===== src/rtl/ram_port_arbiter_pkg.sv =====
// Shared definitions for the two-requester RAM port arbiter.
package ram_port_arbiter_pkg;

  // Requester IDs, also used as bit positions in the req/gnt vectors
  localparam int unsigned REQ0 = 0;
  localparam int unsigned REQ1 = 1;

  // Default geometry of the shared simple dual-port RAM
  localparam int D_WIDTH_DEF = 16;
  localparam int A_WIDTH_DEF = 5;

  // Round-robin priority: the requester that was not granted last wins a tie
  function automatic logic [1:0] rr_pick(input logic [1:0] req, input logic last);
    logic [1:0] gnt;
    gnt = req;
    if (req == 2'b11) begin
      gnt = last ? 2'b01 : 2'b10;
    end
    return gnt;
  endfunction

endpackage


===== src/rtl/ram_port_arbiter_rr2.sv =====
// Two-way round-robin arbiter with a last-granted pointer.
// Grants are combinational; the pointer moves only when a grant is issued.
module rr_arb2
  import ram_port_arbiter_pkg::*;
(
  input  logic       clk,
  input  logic       reset,
  input  logic [1:0] req,
  output logic [1:0] gnt
);

  // 1 = requester 1 was granted last, so requester 0 wins the next tie
  logic last;

  // Grant selection, held off entirely while reset is asserted
  always_comb begin
    gnt = 2'b00;
    if (!reset) begin
      gnt = rr_pick(req, last);
    end
  end

  // Pointer update on every grant; reset favours requester 0
  always_ff @(posedge clk or posedge reset) begin
    if (reset) begin
      last <= 1'b1;
    end else if (gnt[REQ1]) begin
      last <= 1'b1;
    end else if (gnt[REQ0]) begin
      last <= 1'b0;
    end
  end

endmodule


===== src/rtl/ram_port_arbiter.sv =====
// Shares a simple dual-port RAM between requesters r0 and r1.
// Independent round-robin arbitration on the write and read ports, read data
// returned one cycle after grant, same-address write/read forwarding.
module ram_port_arbiter
  import ram_port_arbiter_pkg::*;
#(
  parameter int D_WIDTH = D_WIDTH_DEF,
  parameter int A_WIDTH = A_WIDTH_DEF
) (
  input  logic               clk,
  input  logic               reset,
  // requester 0
  input  logic               r0_wr_req,
  input  logic [A_WIDTH-1:0] r0_wr_addr,
  input  logic [D_WIDTH-1:0] r0_wr_data,
  output logic               r0_wr_gnt,
  input  logic               r0_rd_req,
  input  logic [A_WIDTH-1:0] r0_rd_addr,
  output logic               r0_rd_gnt,
  output logic               r0_rd_valid,
  output logic [D_WIDTH-1:0] r0_rd_data,
  // requester 1
  input  logic               r1_wr_req,
  input  logic [A_WIDTH-1:0] r1_wr_addr,
  input  logic [D_WIDTH-1:0] r1_wr_data,
  output logic               r1_wr_gnt,
  input  logic               r1_rd_req,
  input  logic [A_WIDTH-1:0] r1_rd_addr,
  output logic               r1_rd_gnt,
  output logic               r1_rd_valid,
  output logic [D_WIDTH-1:0] r1_rd_data,
  // RAM side
  output logic [A_WIDTH-1:0] address_write,
  output logic [D_WIDTH-1:0] data_write,
  output logic               write_enable,
  output logic [A_WIDTH-1:0] address_read,
  input  logic [D_WIDTH-1:0] data_read
);

  logic [1:0]         wr_req;
  logic [1:0]         wr_gnt;
  logic [1:0]         rd_req;
  logic [1:0]         rd_gnt;
  logic               rd_any;
  logic               collide;

  // Read-return tracking: a read is in flight, who owns it, and whether
  // the RAM output must be replaced by forwarded write data
  logic               rd_pending;
  logic               rd_owner;
  logic               byp;
  logic [D_WIDTH-1:0] byp_data;
  logic [D_WIDTH-1:0] rd_data_sel;

  assign wr_req = {r1_wr_req, r0_wr_req};
  assign rd_req = {r1_rd_req, r0_rd_req};

  rr_arb2 u_wr_arb (
    .clk   (clk),
    .reset (reset),
    .req   (wr_req),
    .gnt   (wr_gnt)
  );

  rr_arb2 u_rd_arb (
    .clk   (clk),
    .reset (reset),
    .req   (rd_req),
    .gnt   (rd_gnt)
  );

  assign r0_wr_gnt = wr_gnt[REQ0];
  assign r1_wr_gnt = wr_gnt[REQ1];
  assign r0_rd_gnt = rd_gnt[REQ0];
  assign r1_rd_gnt = rd_gnt[REQ1];
  assign rd_any    = |rd_gnt;

  // Write port mux: winner's address/data, all zero when nobody is granted
  always_comb begin
    write_enable  = |wr_gnt;
    address_write = '0;
    data_write    = '0;
    if (wr_gnt[REQ0]) begin
      address_write = r0_wr_addr;
      data_write    = r0_wr_data;
    end else if (wr_gnt[REQ1]) begin
      address_write = r1_wr_addr;
      data_write    = r1_wr_data;
    end
  end

  // Read port mux: winner's address, zero when idle
  always_comb begin
    address_read = '0;
    if (rd_gnt[REQ0]) begin
      address_read = r0_rd_addr;
    end else if (rd_gnt[REQ1]) begin
      address_read = r1_rd_addr;
    end
  end

  // The RAM returns the old contents when the same word is written and read
  // on one edge, so that case is flagged and the new data captured here
  assign collide = write_enable & rd_any & (address_write == address_read);

  // Read-return and bypass registers; reset drops any read in flight
  always_ff @(posedge clk or posedge reset) begin
    if (reset) begin
      rd_pending <= 1'b0;
      rd_owner   <= 1'b0;
      byp        <= 1'b0;
      byp_data   <= '0;
    end else begin
      rd_pending <= rd_any;
      if (rd_any) begin
        rd_owner <= rd_gnt[REQ1];
      end
      byp <= collide;
      if (collide) begin
        byp_data <= data_write;
      end
    end
  end

  assign rd_data_sel = byp ? byp_data : data_read;

  // Return path: only the owner sees valid, and data is zero otherwise
  assign r0_rd_valid = rd_pending & ~rd_owner;
  assign r1_rd_valid = rd_pending &  rd_owner;
  assign r0_rd_data  = r0_rd_valid ? rd_data_sel : '0;
  assign r1_rd_data  = r1_rd_valid ? rd_data_sel : '0;

endmodule


===== config.mk =====
export PLATFORM = sky130hd
export DESIGN_NAME = ram_port_arbiter
export DESIGN_NICKNAME = d
export VERILOG_FILES = /design/src/rtl/ram_port_arbiter_pkg.sv /design/src/rtl/ram_port_arbiter_rr2.sv /design/src/rtl/ram_port_arbiter.sv
export SDC_FILE = /design/constraint.sdc
export NUM_CORES = 1
export LEC_CHECK = 0
export CORE_ASPECT_RATIO = 0.9
export CORE_MARGIN = 5
export CORE_UTILIZATION = 34
export DETAILED_ROUTE_END_ITERATION = 8
export HOLD_SLACK_MARGIN = 0.15
export PLACE_DENSITY = 0.94
export REMOVE_ABC_BUFFERS = 1
export SYNTH_ARGS = -nofsm -noshare
export SYNTH_HDL_FRONTEND = slang
export SYNTH_SLANG_ARGS = --single-unit
export TNS_END_PERCENT = 5

===== constraint.sdc =====
create_clock -name clk -period 6.9 [get_ports clk]
set_clock_uncertainty 0.15 [all_clocks]
set_input_delay 1.38 -clock clk [delete_from_list [all_inputs] [get_ports clk]]
set_output_delay 1.38 -clock clk [all_outputs]
set_load 0.02 [all_outputs]

==> results of run 1 <==
## worst register-to-register path, stage by stage, from the launching register on
cell                       delay (ns)
sky130_fd_sc_hd__dfstp_2         0.56
sky130_fd_sc_hd__nand2b_1        0.22
sky130_fd_sc_hd__a32oi_1         0.18
sky130_fd_sc_hd__or3_1           0.39
sky130_fd_sc_hd__a211oi_2        0.30
sky130_fd_sc_hd__nand4_4         0.40
sky130_fd_sc_hd__mux2_4          0.45
## synth_stat cells, drive strengths merged
| cell | n |
|---|---|
| a211oi | 1 |
| a21boi | 2 |
| a21o | 2 |
| a21oi | 1 |
| a22o | 16 |
| a32oi | 10 |
| and2 | 2 |
| and3 | 2 |
| buf | 3 |
| clkbuf | 9 |
| dfrtp | 19 |
| dfstp | 2 |
| inv | 5 |
| mux2 | 16 |
| mux2i | 16 |
| nand2 | 1 |
| nand2b | 4 |
| nand4 | 1 |
| nor2 | 44 |
| o21ai | 3 |
| or3 | 1 |
| xnor2 | 3 |
| xor2 | 1 |
## flip-flops by register name, indices dropped and copies added (netlist names)
signal	flops
byp	1
byp_data	16
rd_owner	1
rd_pending	1
u_rd_arb.last	1
u_wr_arb.last	1
## cells in the final DEF, fill, tap and decap left out, drive strengths merged, types with 2 or more instances in the layout
master	n
clkdlybuf4s50	138
nor2	44
dfrtp	19
a22o	16
mux2i	16
mux2	16
a32oi	10
inv	5
nand2b	4
clkbuf	4
o21ai	3
xnor2	3
a21boi	2
a21o	2
dfstp	2
and3	2
and2	2
## metal layers
metal / wire, um / vias to the layer above / part of all wire / track usage
met5: 0 / - / 0 / 0
met4: 58 / 0 / 0.0092 / 0.0450
met3: 587 / 8 / 0.094 / 0.0545
met2: 3340 / 92 / 0.53 / 0.401
met1: 2290 / 895 / 0.36 / 0.201
li1: - / 854 / - / -
## worst paths after layout
check                                      end  slack (ns)
worst max register to register     byp_data[0]        4.13
worst min-delay path                  rd_owner        0.35
min in group asynchronous         byp_data[10]        1.65
worst min register to register        rd_owner        0.35
worst max-delay path            data_write[12]        1.53
max in group asynchronous        u_rd_arb.last        4.66
## cells by family after synthesis
logic type,count (synthesis),synth area share
AND/OR/NAND/NOR,55,0.160
AO/OA/AOI/OAI,35,0.191
multiplexers,32,0.240
flip-flops,21,0.339
buffers and inverters,17,0.0466
XOR/XNOR,4,0.0225
## stage by stage
| stage | setup WS (ns) | area [um^2] | instances | power [mW] |
|---|---|---|---|---|
| 6_report | 1.53 | 3010 | 357 | 0.497 |
| 5_1_grt | 1.33 | 3010 | 357 | 0.524 |
| 4_1_cts | 1.51 | 3010 | 357 | 0.503 |
| 3_5_place_dp | 1.51 | 2970 | 353 | 0.421 |
| 3_3_place_gp | 1.57 | 2970 | 353 | 0.411 |
| 2_1_floorplan | 2.65 | 1500 | 152 | 0.300 |
## power breakdown
| group | total, mW | switching [mW] | internal, mW |
|---|---|---|---|
| Combinational | 0.233 | 0.0993 | 0.134 |
| Clock | 0.0799 | 0.0389 | 0.0410 |
| Sequential | 0.184 | 0.0247 | 0.159 |
| Total | 0.497 | 0.163 | 0.334 |
## layout make-up
| type | count | area (um^2) |
|---|---|---|
| timing repair buffer | 139 | 1390 |
| inverter | 5 | 18.8 |
| sequential | 21 | 528 |
| tap | 62 | 77.6 |
| fill | 363 | 1420 |
| clock buffer | 4 | 45.0 |
| multi-input combinational | 126 | 956 |
==> impl.org, run 1 <==
** Outcome
- Result of the run :: completed

** Floorplan
- The floorplan step defined a die boundary enclosing slightly above 0.006 mm^2.
- Die width :: 81.3 um
- The floorplan has 23 rows.
- Die span in y :: 74.2 um
- Placeable core region :: 0.00443 mm^2
- Initial core utilization :: 0.351
- Count of pins on the block boundary :: 139

** Power
- Across the VDD grid, the largest voltage drop is between 0.00009 and 0.0001 V.
- Leak pwr :: ~1.2 nW
- Dividing total power by cell area gives a power density of 165 mW/mm^2.

** Setup path
- Instance count on the critical path :: 6
- Counting both buffers and inverters, the worst setup path holds a total of 4.
- In this run the worst path has a maximum fanout of 26.
- Measured in cells, the most critical reg-to-reg path has a length of 6.
- Critical path's slowest cell :: sky130_fd_sc_hd__clkdlybuf4s50_1
- Required time of the worst setup path :: 5.37 ns
- STA classifies the critical path endpoint as a primary output.
- CP Class :: in2out
- R2R Path Start :: u_wr_arb.last
- The worst setup path is launched from a primary input.
- Tracing the worst setup path back leads to its startpoint at reset.
- On the critical path the largest part of the delay comes from buffers and inverters.
- Walking the worst path, the cells encountered are clkdlybuf4s50_1, inv_1, buf_4, and3_2, a22o_1, clkdlybuf4s50_1.
- Crit path top cell by count :: sky130_fd_sc_hd__clkdlybuf4s50_1
- For the worst setup path, the data arrival time is 3.84 ns.
- Largest incremental delay on the critical path :: 0.64 ns

** Routing
- The routed layout has 1849 vias.
- Dividing the detail-routed wire length by the instance count gives between 15 and 20 um.
- In the routed design, unresolved DRC markers number 0.
- Using the TritonRoute via totals, the vias-per-cell ratio works out to about 5.2.
- Length of the first detailed-routing pass in iterations :: 4
- Number of nets still failing antenna checks after routing :: 0
- The first routing iteration left 37 violations.
- Total Routed Length :: 6280 um

** Synth
- Top cell type's share of synthesized area :: 0.305
- Number of cells produced by synthesis :: 164
- During synthesis, Yosys emitted a total of 0 warnings.
- Post-synthesis area per instance :: approximately 9.5 um^2
- The synthesized netlist occupies a cell area of between 0.0015 and 0.002 mm^2.
- sky130_fd_sc_hd__dfrtp_1 takes more of the synthesized area than any other cell.
- Cell types with the largest area share after synthesis :: sky130_fd_sc_hd__dfrtp_1 (31%), sky130_fd_sc_hd__nor2_1 (11%), sky130_fd_sc_hd__mux2i_1 (10%), sky130_fd_sc_hd__a22o_1 (9.0%), sky130_fd_sc_hd__mux2_4 (8.7%)
- Part of the Yosys area used for sequential elements :: 0.339
- Synthesis instantiated 28 different standard cells from the library.
- Seq cells post-synth :: 21

** Global routing
- Vias in the first global route :: 2000
- The initial antenna violation count was 0.
- Across every metal layer, demand over resource in global routing totals 0.199.
- Residual overflow from global routing :: 0
- Entering global routing, the biggest net connects 27 pins.
- First-pass GRT wire length :: ~9400 um

** Cells and area
- The area growth from synthesis to layout is 93.6%.
- In the final layout, the share of cells above drive strength 1 is 0.0949.
- The number of antenna diodes in the final layout is 0.
- Number of nets in the final layout :: 370
- Core occupancy in the finished layout :: 0.680

** Place
- Once detailed placement completed, the half-perimeter wirelength came to roughly 5000 um.
- During placement, the flow inserted port buffers numbering between 100 and 150.
- Routability-driven placement finished with a final weighted congestion of 0.721.

** STA
- The total count of max-transition violations in the final report came to 0.
- Hold Worst Slack :: ~0.35 ns
- Setup repair after global routing left no endpoint under its margin.
- Max frequency :: 186 MHz
- Worst slew margin relative to its limit :: 0.392
- Aggregate negative setup slack :: 0 ns
- Final Hold Vio Count :: 0
- Setup violations remaining at the end of the flow were counted as 0.
- Dividing the final minimum period by the clock period gives 0.778.
- The worst path in the final design needs a cycle of 5.37 ns, including I/O delays and setup.
- Transition time at the pin with the least slew margin :: 0.912 ns

** Clocking
- The longest clock path from root to sink contains 2 buffers.
- Clock slew seen by the registers of the worst setup and hold paths :: 0.08 ns
- The clock reaches the later pin of the worst-skew pair after 0.25 ns.
- Clock net sink count :: 21
- Number of hold buffers added after cts :: 0
- In this run, post-CTS repair resized a total of 0 instances.
- CTS built an H-tree with a depth of 1.
- The root buffer cell chosen for the clock tree is sky130_fd_sc_hd__clkbuf_8.
- After clock tree synthesis, the setup repair step added 0 buffers.
- In this run, CTS created clock tree buffers numbering 3.
- TritonCTS built the clock tree.

** Min path
- Source of the worst hold timing path :: rd_owner
- Type of the most critical hold path :: reg2reg
- WHS Path Cells :: 1

** Job
- Max-capacitance violation count :: 0
Power figures use the tool's default switching activity.
==> run 2, diff against run 1 <==
CORE_UTILIZATION = 28   (was 34)
PLACE_DENSITY = 0.83   (was 0.94)
clock period = 4.9 ns   (was 6.9 ns; I/O delays follow)
==> impl.org, run 2 (synthesized netlist as in run 1, its figures left out) <==
** Outcome
- The flow ran to the end, and the final reports show no timing, DRC or antenna violations.

** Clocking
- Clock buffer depth :: 2
- Number of hold buffers added after cts :: 0
- Buffers added to address setup during post-CTS repair amount to 0.
- Clock latency on the worst-skew pair :: 0.26 ns
- In this run, post-CTS repair resized a total of 0 instances.
- TritonCTS built the clock tree.
- Clock slew seen by the registers of the worst setup and hold paths :: 0.08 ns
- Clock tree synthesis selected as its root buffer the cell sky130_fd_sc_hd__clkbuf_8.
- CTS built an H-tree with a depth of 1.
- Buffers inserted during clock tree synthesis total 3.
- Clock net sink count :: 21

** Floorplan
- For this design the top-level I/O count stands at 139.
- Placeable core region :: about 0.0053 mm^2
- Row generation in the floorplan step produced 25 rows.
- Measured along the y axis, the die boundary spans 80.7 um.
- The initial utilization of the core area, before any placement, comes to 0.293.
- Die area :: 0.00715 mm^2
- Die width :: approximately 89 um

** Cells and area
- Number of nets in the final layout :: about 370
- Biggest register :: byp_data
- Growth of design area from synthesis to finish :: 95.0%
- Of the cells placed in the final design, the portion with a size suffix greater than 1 is 0.101.
- The library cell used most frequently in the layout, excluding fill and tap cells, is sky130_fd_sc_hd__clkdlybuf4s50_1.
- The register with the most flip-flops in the layout has 16 of them.
- Most frequent cells in the layout :: sky130_fd_sc_hd__clkdlybuf4s50_1 (138), sky130_fd_sc_hd__nor2_1 (44), sky130_fd_sc_hd__dfrtp_1 (19), sky130_fd_sc_hd__a22o_1 (16), sky130_fd_sc_hd__mux2i_1 (16)
- Leaving out filler cells and counting taps, the final layout contains 364.
- Antenna Diode Count :: 0

** Power
- Leak pwr :: about 1.2 nW
- VDD sags by at most roughly 0.00015 V.
- The completed layout was analyzed and its total power is 696 uW.
- Power spread over the standard cell area amounts to 229 mW/mm^2.

** STA
- Setup repair after global routing left no endpoint under its margin.
- The total count of max-transition violations in the final report came to 0.
- Max frequency :: ~230 MHz
- In the final timing run, aggregate negative setup slack is 0 ns.
- In this run the tightest slew margin relative to its limit is 0.362.
- Setup violations remaining at the end of the flow were counted as 0.
- Dividing the final minimum period by the clock period gives 0.875.
- The count of endpoints failing hold in the final timing report is 0.
- For the pin with the worst max-slew slack, the measured transition is ~0.96 ns.
- Min Clock Period, post-route :: 4.29 ns

** Place
- The count of buffers added on input and output ports is 138.
- Counting tap cells, the placed design contains a total of 360 instances.
- Detailed placement finished with a half-perimeter wire length of 5000 um.
- The congestion estimate from routability-driven global placement came to around 0.80.

** Routing
- The pre-antenna-repair detailed-routing pass consisted of 4 iterations.
- After the first detailed-routing iteration, the DRC count stood at 20.
- The detailed router put a total of 2520 um of wire on met1.
- Routed via count :: between 1500 and 2000
- The count of nets left with antenna violations once routing finished came out at 0.
- Met3 Wirelength :: 560 um
- Amount of wire on met2 after detailed routing :: 3130 um
- In the routed design, unresolved DRC markers number 0.
- After detailed routing, the total wire length is 6320 um.
- Highest signal layer in the routed design :: met4
- Dividing the detail-routed wire length by the instance count gives 17.4 um.
- Post-detailed-route via-to-cell ratio :: 4.91

** Min path
- Type of the most critical hold path :: reg2reg

** Job
- Across the run, the number of max-cap violations was 0.

** Global routing
- For this run, the total global-route usage over all layers was measured as 0.174.
- Pin count of the biggest net entering global routing :: 19
- Vias in the first global route :: 1927
- The first global-routing pass estimated 9630 um of wire.
- The initial antenna violation count is 0.
- Residual overflow from global routing :: 0

** Setup path
- Maximum fanout count along the critical path :: 18
- At the worst endpoint, the required time is 3.77 ns.
- Worst Path Buf+Inv :: 2
- Crit path top cell by count :: sky130_fd_sc_hd__clkdlybuf4s50_1
- The worst setup path is captured at a primary output.
- STA puts the critical path data arrival time at 3.16 ns.
- R2R setup slack :: roughly 2.2 ns
- Sort of element at the start of the critical path :: primary input
- CP Class :: in2out
- The largest individual stage delay along the critical path comes from the cell sky130_fd_sc_hd__clkdlybuf4s50_1.
- On the critical path the largest part of the delay comes from buffers and inverters.
- On the worst path, the slowest cell contributes a delay of 0.63 ns.
- Crit path cell chain :: clkdlybuf4s50_1, a21boi_2, and2_2, a22o_1, clkdlybuf4s50_1
==> run 2: power breakdown <==
| group | total (mW) | switching [mW] | internal, mW |
|---|---|---|---|
| clock network | 0.116 | 0.0577 | 0.0579 |
| registers | 0.255 | 0.0309 | 0.224 |
| logic | 0.325 | 0.136 | 0.189 |
==> run 2: area by class of cell <==
| cell class | instances | area, um^2 |
|---|---|---|
| Fill cell | 489 | 2280 |
| Multi-Input combinational cell | 126 | 956 |
| Inverter | 5 | 18.8 |
| Clock buffer | 4 | 45.0 |
| Sequential cell | 21 | 528 |
| Timing Repair Buffer | 141 | 1400 |
| Tap cell | 67 | 83.8 |
==> run 2: stage by stage <==
| step | utilization | setup WS (ns) | hold WS [ns] | instance area, um^2 |
|---|---|---|---|---|
| 2_1_floorplan | - | 1.45 | 0.314 | 1500 |
| 3_3_place_gp | 0.562 | 0.697 | 0.327 | 2990 |
| 3_5_place_dp | 0.562 | 0.637 | 0.339 | 2990 |
| 4_1_cts | 0.571 | 0.617 | 0.358 | 3040 |
| 5_1_grt | 0.571 | 0.466 | 0.379 | 3040 |
| 6_report | 0.571 | 0.610 | 0.355 | 3040 |
==> run 2: final timing paths <==
path | depth (start not counted) | to | from
setup / recovery | 5 | data_write[6] | r0_wr_req
hold / removal | 1 | rd_owner | rd_owner
setup reg to reg | 6 | byp_data[3] | u_wr_arb.last
hold reg to reg | 1 | rd_owner | rd_owner
max in group asynchronous | 3 | u_wr_arb.last | reset
min in group asynchronous | 3 | byp_data[7] | reset
==> run 2: routing by layer <==
layer  vias to the layer above  track usage
met2                        90        0.302
met4                         0       0.0378
met1                       829        0.210
li1                        859            -
met5                         -            0
met3                        10       0.0578
==> run 3, diff against run 2 <==
CAP_MARGIN = 20   (was unset)
==> results of run 3 <==
No change in the layout: final DEF, timing and power equal those of run 2.
==> patch 1, RTL diff (settings of run 2) <==
The package constant `D_WIDTH_DEF` goes from 16 to 14.
--- a/src/rtl/ram_port_arbiter_pkg.sv
+++ b/src/rtl/ram_port_arbiter_pkg.sv
@@ -6,7 +6,7 @@
   localparam int unsigned REQ1 = 1;
 
   // Default geometry of the shared simple dual-port RAM
-  localparam int D_WIDTH_DEF = 16;
+  localparam int D_WIDTH_DEF = 14;
   localparam int A_WIDTH_DEF = 5;
 
   // Round-robin priority: the requester that was not granted last wins a tie
Ports: changed (6 resized); port bits go from 139 to 127. The function was not compared with the original's and may differ.
==> patch 1 against run 2 <==
- sequential cell count is 2 lower
- synthesized area down 8.3%
- final area down 8.2%
- non-clock buffer count is 12 lower
- critical path depth is the same
- routed wire length shrank 14%
- setup slack better by 55 ps
- power shrank 8.6%
- via count down 9.1%
- clock power shrank 5%
==> patch 1: results (changes against run 2) <==
Cells and area
  • Final nets: 342 (-8.1%)
  • Layout cells sized above 1: 0.103 (+0.00155)
  • Max reg flops: 14 (-2)
  • Biggest register: byp_data
  • Fillers: 439 (-10%)
  • ANT cells: 0 (unchanged)

Global route
  • Vias in the first global route: 1,730 (-10%)
  • M3 GR Usage: 0.0413 (-0.0165)
  • Largest net degree at the start of global routing: 17 (-2)
  • Total track usage: 0.155 (-0.0189)
  • Met1 GRT Util: 0.173 (-0.0367)
  • Global-route wire length before repair: 8360 um (-13%)
  • Met2 global-route usage: 0.294 (-0.00769)

Drt
  • First-pass detailed-route iteration total: 4 (unchanged)
  • Metal3 WL: 530 um (-5.4%)
  • Avg WL per Cell: 16.0 um (-7.8%)
  • Via density: 4.81 (-2.1%)
  • Metal2 WL: 2730 um (-13%)
  • Wire length on met1: 2110 um (-16%)
  • 1st-iter DRT viols: 35 (+75%)

Run status
  • Status: finished, final reports clean

Synth
  • Most frequent cells after synthesis: 40 x nor2_1, 17 x dfrtp_1, 14 x a22o_1, 14 x mux2i_1, 10 x a32oi_1
  • Yosys top cell area share: 0.298 (-0.00748)
  • Ranking of synthesized cells by area: dfrtp_1 30%, nor2_1 11%, mux2i_1 9.8%, mux2_4 9.5%, a22o_1 8.6%
  • FFs w/ async S/R, synth: 1.00 (unchanged)
  • Unique masters post-synth: 27 (-3.6%)
  • Warnings from Yosys: 0 (unchanged)
  • Seq/Total Area, Yosys: 0.335 (-0.00443)

Clock tree
  • Clock H-tree levels: 1 (unchanged)
  • TritonCTS Buffers: 3 (unchanged)
  • Clk Tree Root Cell: clkbuf_8
  • Post-CTS sizing: 0 (unchanged)
  • Worst skew pair latency: 250 ps
  • CTS clk-pin slew, worst paths: about 70 ps
  • Post-CTS Setup Bufs: 0 (unchanged)

Placed design
  • I/O Buffers: 126 (-8.7%)
  • Post-DP HPWL: 4350 um (-13%)
  • Post-Place Cell Area: 0.00274 sq mm (-8.3%)
  • Final estimated routing congestion in global placement: 0.765 (-4.6%)

Setup path
  • Crit path from: r0_wr_req
  • Dominant delay contributor by cell family on the critical path: buffers and inverters
  • Critical path peak fanout: 16 (-2)
  • Worst setup endpoint: data_write[2]
  • Worst path arrival time: 3100 ps (-60 ps)
  • CP max stage cell: clkdlybuf4s50_1
  • Worst r2r src: u_wr_arb.last
  • Critical R2R Capture: byp_data[3]
  • Reg-to-reg setup timing slack: 2210 ps (+50 ps)

STA
  • Worst Tran Pin Value: 811 ps (-146 ps)

Worst hold path
  • Hold Crit Class: reg2reg
  • Worst Hold Path Cells: 2 (+1)

Pwr
  • Max VDD drop: 0.000104 V (-33%)
  • P_leak: 0.00114 uW (-8.1%)
[patch 1: changes by cell type in the layout (fill, tap and decap cells not counted)]
cell | before | now
a22o_1 | 16 | 14
clkdlybuf4s50_1 | 138 | 126
dfrtp_1 | 19 | 17
mux2_2 | 7 | 5
mux2i_1 | 16 | 14
nor2_1 | 44 | 40
[patch 1: final cells by class]
cell class                      instances  area, sq um  area share
Clock buffer                            4         45.0      0.0162
Sequential cell                        19          478       0.171
Timing Repair Buffer                  129         1280       0.461
Tap cell                               65         81.3      0.0292
Inverter                                5         18.8     0.00673
Multi-Input combinational cell        116          881       0.316
[patch 1: power breakdown]
group | switching, uW | internal (uW)
logic | 123 | 173
clock network | 52.6 | 57.7
registers | 27.3 | 202
total | 203 | 433
[patch 1: worst min path at each step]
| stage | startpoint | to | slack, ps |
|---|---|---|---|
| floorplan | rd_owner | rd_owner | 310 |
| global placement | rd_owner | rd_owner | 330 |
| detailed placement | rd_owner | rd_owner | 340 |
| CTS | u_wr_arb.last | u_wr_arb.last | 350 |
| global route | u_wr_arb.last | u_wr_arb.last | 360 |
| finish | u_wr_arb.last | u_wr_arb.last | 360 |
[patch 1: logic make-up (layout without fill, tap and decap cells)]
family	after synthesis	count (layout)	share of synthesized area
and+or+nand+nor	51	51	0.164
AOI/OAI and AO/OA	33	33	0.196
muxes	28	28	0.232
DFF	19	19	0.335
buffers and inverters	16	138	0.0482
xor gates and xnor gates	4	4	0.0245
[patch 1: per-stage QoR]
step                utilization  cells  hold slack (ps)  power, uW  setup WS [ps]
floorplan                     -    140              314        384           1530
global placement          0.560    334              328        525            755
detailed placement        0.560    334              344        531            685
CTS                       0.570    338              354        641            687
global route              0.570    338              363        671            549
finish                    0.570    338              356        636            666
==> patch 2, RTL diff (settings of run 2) <==
Without the edit above. Reset style: synchronous (`reset`), changed in 2 clocked blocks.
--- a/src/rtl/ram_port_arbiter_rr2.sv
+++ b/src/rtl/ram_port_arbiter_rr2.sv
@@ -21,7 +21,7 @@
   end
 
   // Pointer update on every grant; reset favours requester 0
-  always_ff @(posedge clk or posedge reset) begin
+  always_ff @(posedge clk) begin
     if (reset) begin
       last <= 1'b1;
     end else if (gnt[REQ1]) begin
--- a/src/rtl/ram_port_arbiter.sv
+++ b/src/rtl/ram_port_arbiter.sv
@@ -104,7 +104,7 @@
   assign collide = write_enable & rd_any & (address_write == address_read);
 
   // Read-return and bypass registers; reset drops any read in flight
-  always_ff @(posedge clk or posedge reset) begin
+  always_ff @(posedge clk) begin
     if (reset) begin
       rd_pending <= 1'b0;
       rd_owner   <= 1'b0;
Behaviour: differs if reset is asserted again (counterexample within 4 cycles, from zero or initial values and one cycle with reset high); with reset held inactive, the same outputs for 10 cycles.
==> patch 2 against run 2 <==
- synthesized area increased by 4.1%
- routed wire length increased by 2.6%
- setup slack got worse by 130 ps
- non-clock buffer count unchanged
- final area increased by 1.4%
- power decreased by 22%
- sequential cell count unchanged
- largest cell class unchanged
==> patch 2: results (changes against run 2) <==
Run status
  • Status: finished, final reports clean

Synth
  • Ranking of synthesized cells by area: dfxtp_1 26%, nor2_1 10%, mux2i_1 9.9%, a22o_1 8.6%, mux2_4 8.3%
  • Multiplexer share of the synthesized area: 0.231 (-0.00947)
  • Post-synthesis xor/xnor area fraction: 0.0162 (-0.00629)
  • FFs w/ async S/R, synth: 0 (-1.00)
  • Most frequent cells after synthesis: 45 x nor2_1, 21 x dfxtp_1, 16 x a22o_1, 16 x mux2i_1, 16 x nor2b_1
  • Unique masters post-synth: 32 (+14%)
  • Warnings from Yosys: 0 (unchanged)
  • Compound-Gate Fraction of Synth Area: 0.180 (-0.0114)
  • Synth Instances: 194 (+18%)
  • Seq/Total Area, Yosys: 0.259 (-0.0798)

Cells and area
  • Fillers: 515 (+5.3%)
  • Final nets: 397 (+6.7%)
  • Layout cells sized above 1: 0.0839 (-0.0172)
  • ANT cells: 0 (unchanged)

Placed design
  • Placed cells: 388 (+7.8%)
  • Post-DP HPWL: 5090 um (+1.8%)
  • Final estimated routing congestion in global placement: 0.848 (+5.7%)

Pwr
  • P_leak: 0.00119 uW (-4.1%)
  • Max VDD drop: 0.000111 V (-28%)

Drt
  • 1st-iter DRT viols: 64 (+220%)
  • DRT Wirelength: 6490 um (+2.6%)
  • Via density: 4.90 (-0.24%)
  • Total number of vias: 1,921 (+7.4%)

Setup path
  • Critical R2R Capture: byp_data[1]
  • Worst setup endpoint: data_write[8]
  • Worst r2r src: u_rd_arb.last
  • Crit path from: r0_wr_req
  • Worst path arrival time: 3290 ps (+130 ps)
  • Critical path peak fanout: 17 (-1)
  • Reg-to-reg setup timing slack: 2020 ps (-140 ps)

STA
  • Worst Tran Pin Value: 986 ps (+30.0 ps)

Clock tree
  • TritonCTS Buffers: 3 (unchanged)

Global route
  • Total track usage: 0.163 (-0.0108)
  • Largest net degree at the start of global routing: 33 (+14)
  • Global-route wire length before repair: 9870 um (+2.4%)
  • Vias in the first global route: 1,959 (+1.7%)
## patch 2: changes by cell type in the layout (fill, tap and decap cells not counted), moves of 2 or more
| cell | run 2 | this run |
|---|---|---|
| a21o_1 | 2 | 0 |
| a31oi_1 | 0 | 2 |
| a21boi_2 | 2 | 0 |
| dfxtp_1 | 0 | 21 |
| nor2b_1 | 0 | 16 |
| nand2_1 | 1 | 5 |
| dfstp_2 | 2 | 0 |
| dfrtp_1 | 19 | 0 |
## patch 2: how the worst min path moves through the flow
stage / from / endpoint / slack, ps / cells after the start
floorplan: u_rd_arb.last / u_rd_arb.last / 340 / 2
global placement: u_rd_arb.last / u_rd_arb.last / 350 / 3
detailed placement: u_rd_arb.last / u_rd_arb.last / 360 / 3
CTS: u_rd_arb.last / u_rd_arb.last / 390 / 3
global route: rd_owner / rd_owner / 450 / 2
finish: u_rd_arb.last / u_rd_arb.last / 390 / 3
## patch 2: kinds of logic after synthesis
group	after synthesis
buffers and inverters	22
AO/OA/AOI/OAI	35
XOR/XNOR	3
flip-flops	21
AND/OR/NAND/NOR	81
multiplexers	32
## patch 2: tightest hold or removal path: stages, from the launching register on
cell	delay (ps)
dfxtp_1	340
nand2_1	60
o21ai_0	60
nand2_1	60
## patch 2: routing by layer
| layer | vias up | share of wire | wire, um | GRT usage |
|---|---|---|---|---|
| li1 | 944 | - | - | - |
| met1 | 905 | 0.42 | 2730 | 0.197 |
| met4 | 0 | 0.017 | 109 | 0.0461 |
| met2 | 66 | 0.52 | 3360 | 0.308 |
| met5 | - | 0 | 0 | 0 |
| met3 | 6 | 0.044 | 283 | 0.0217 |
## patch 2: where the power goes
group | internal [uW] | switching (uW) | total, uW
combinational | 133 | 109 | 242
clock | 56.7 | 59.9 | 117
sequential | 177 | 6.53 | 183
total | 367 | 175 | 542
## patch 2: cell type report
| class | count | area share |
|---|---|---|
| tap | 70 | 0.0284 |
| timing repair buffer | 141 | 0.456 |
| multi-input combinational | 151 | 0.358 |
| sequential | 21 | 0.137 |
| clock buffer | 3 | 0.0134 |
| clock inverter | 1 | 0.00163 |
| inverter | 5 | 0.00610 |
## patch 2: metrics by stage
step / instance area, sq um / utilization / worst slack [ps]
floorplan: 1540 / - / 1610
global placement: 3030 / 0.536 / 621
detailed placement: 3030 / 0.536 / 482
CTS: 3080 / 0.544 / 475
global route: 3080 / 0.544 / 377
finish: 3080 / 0.544 / 482
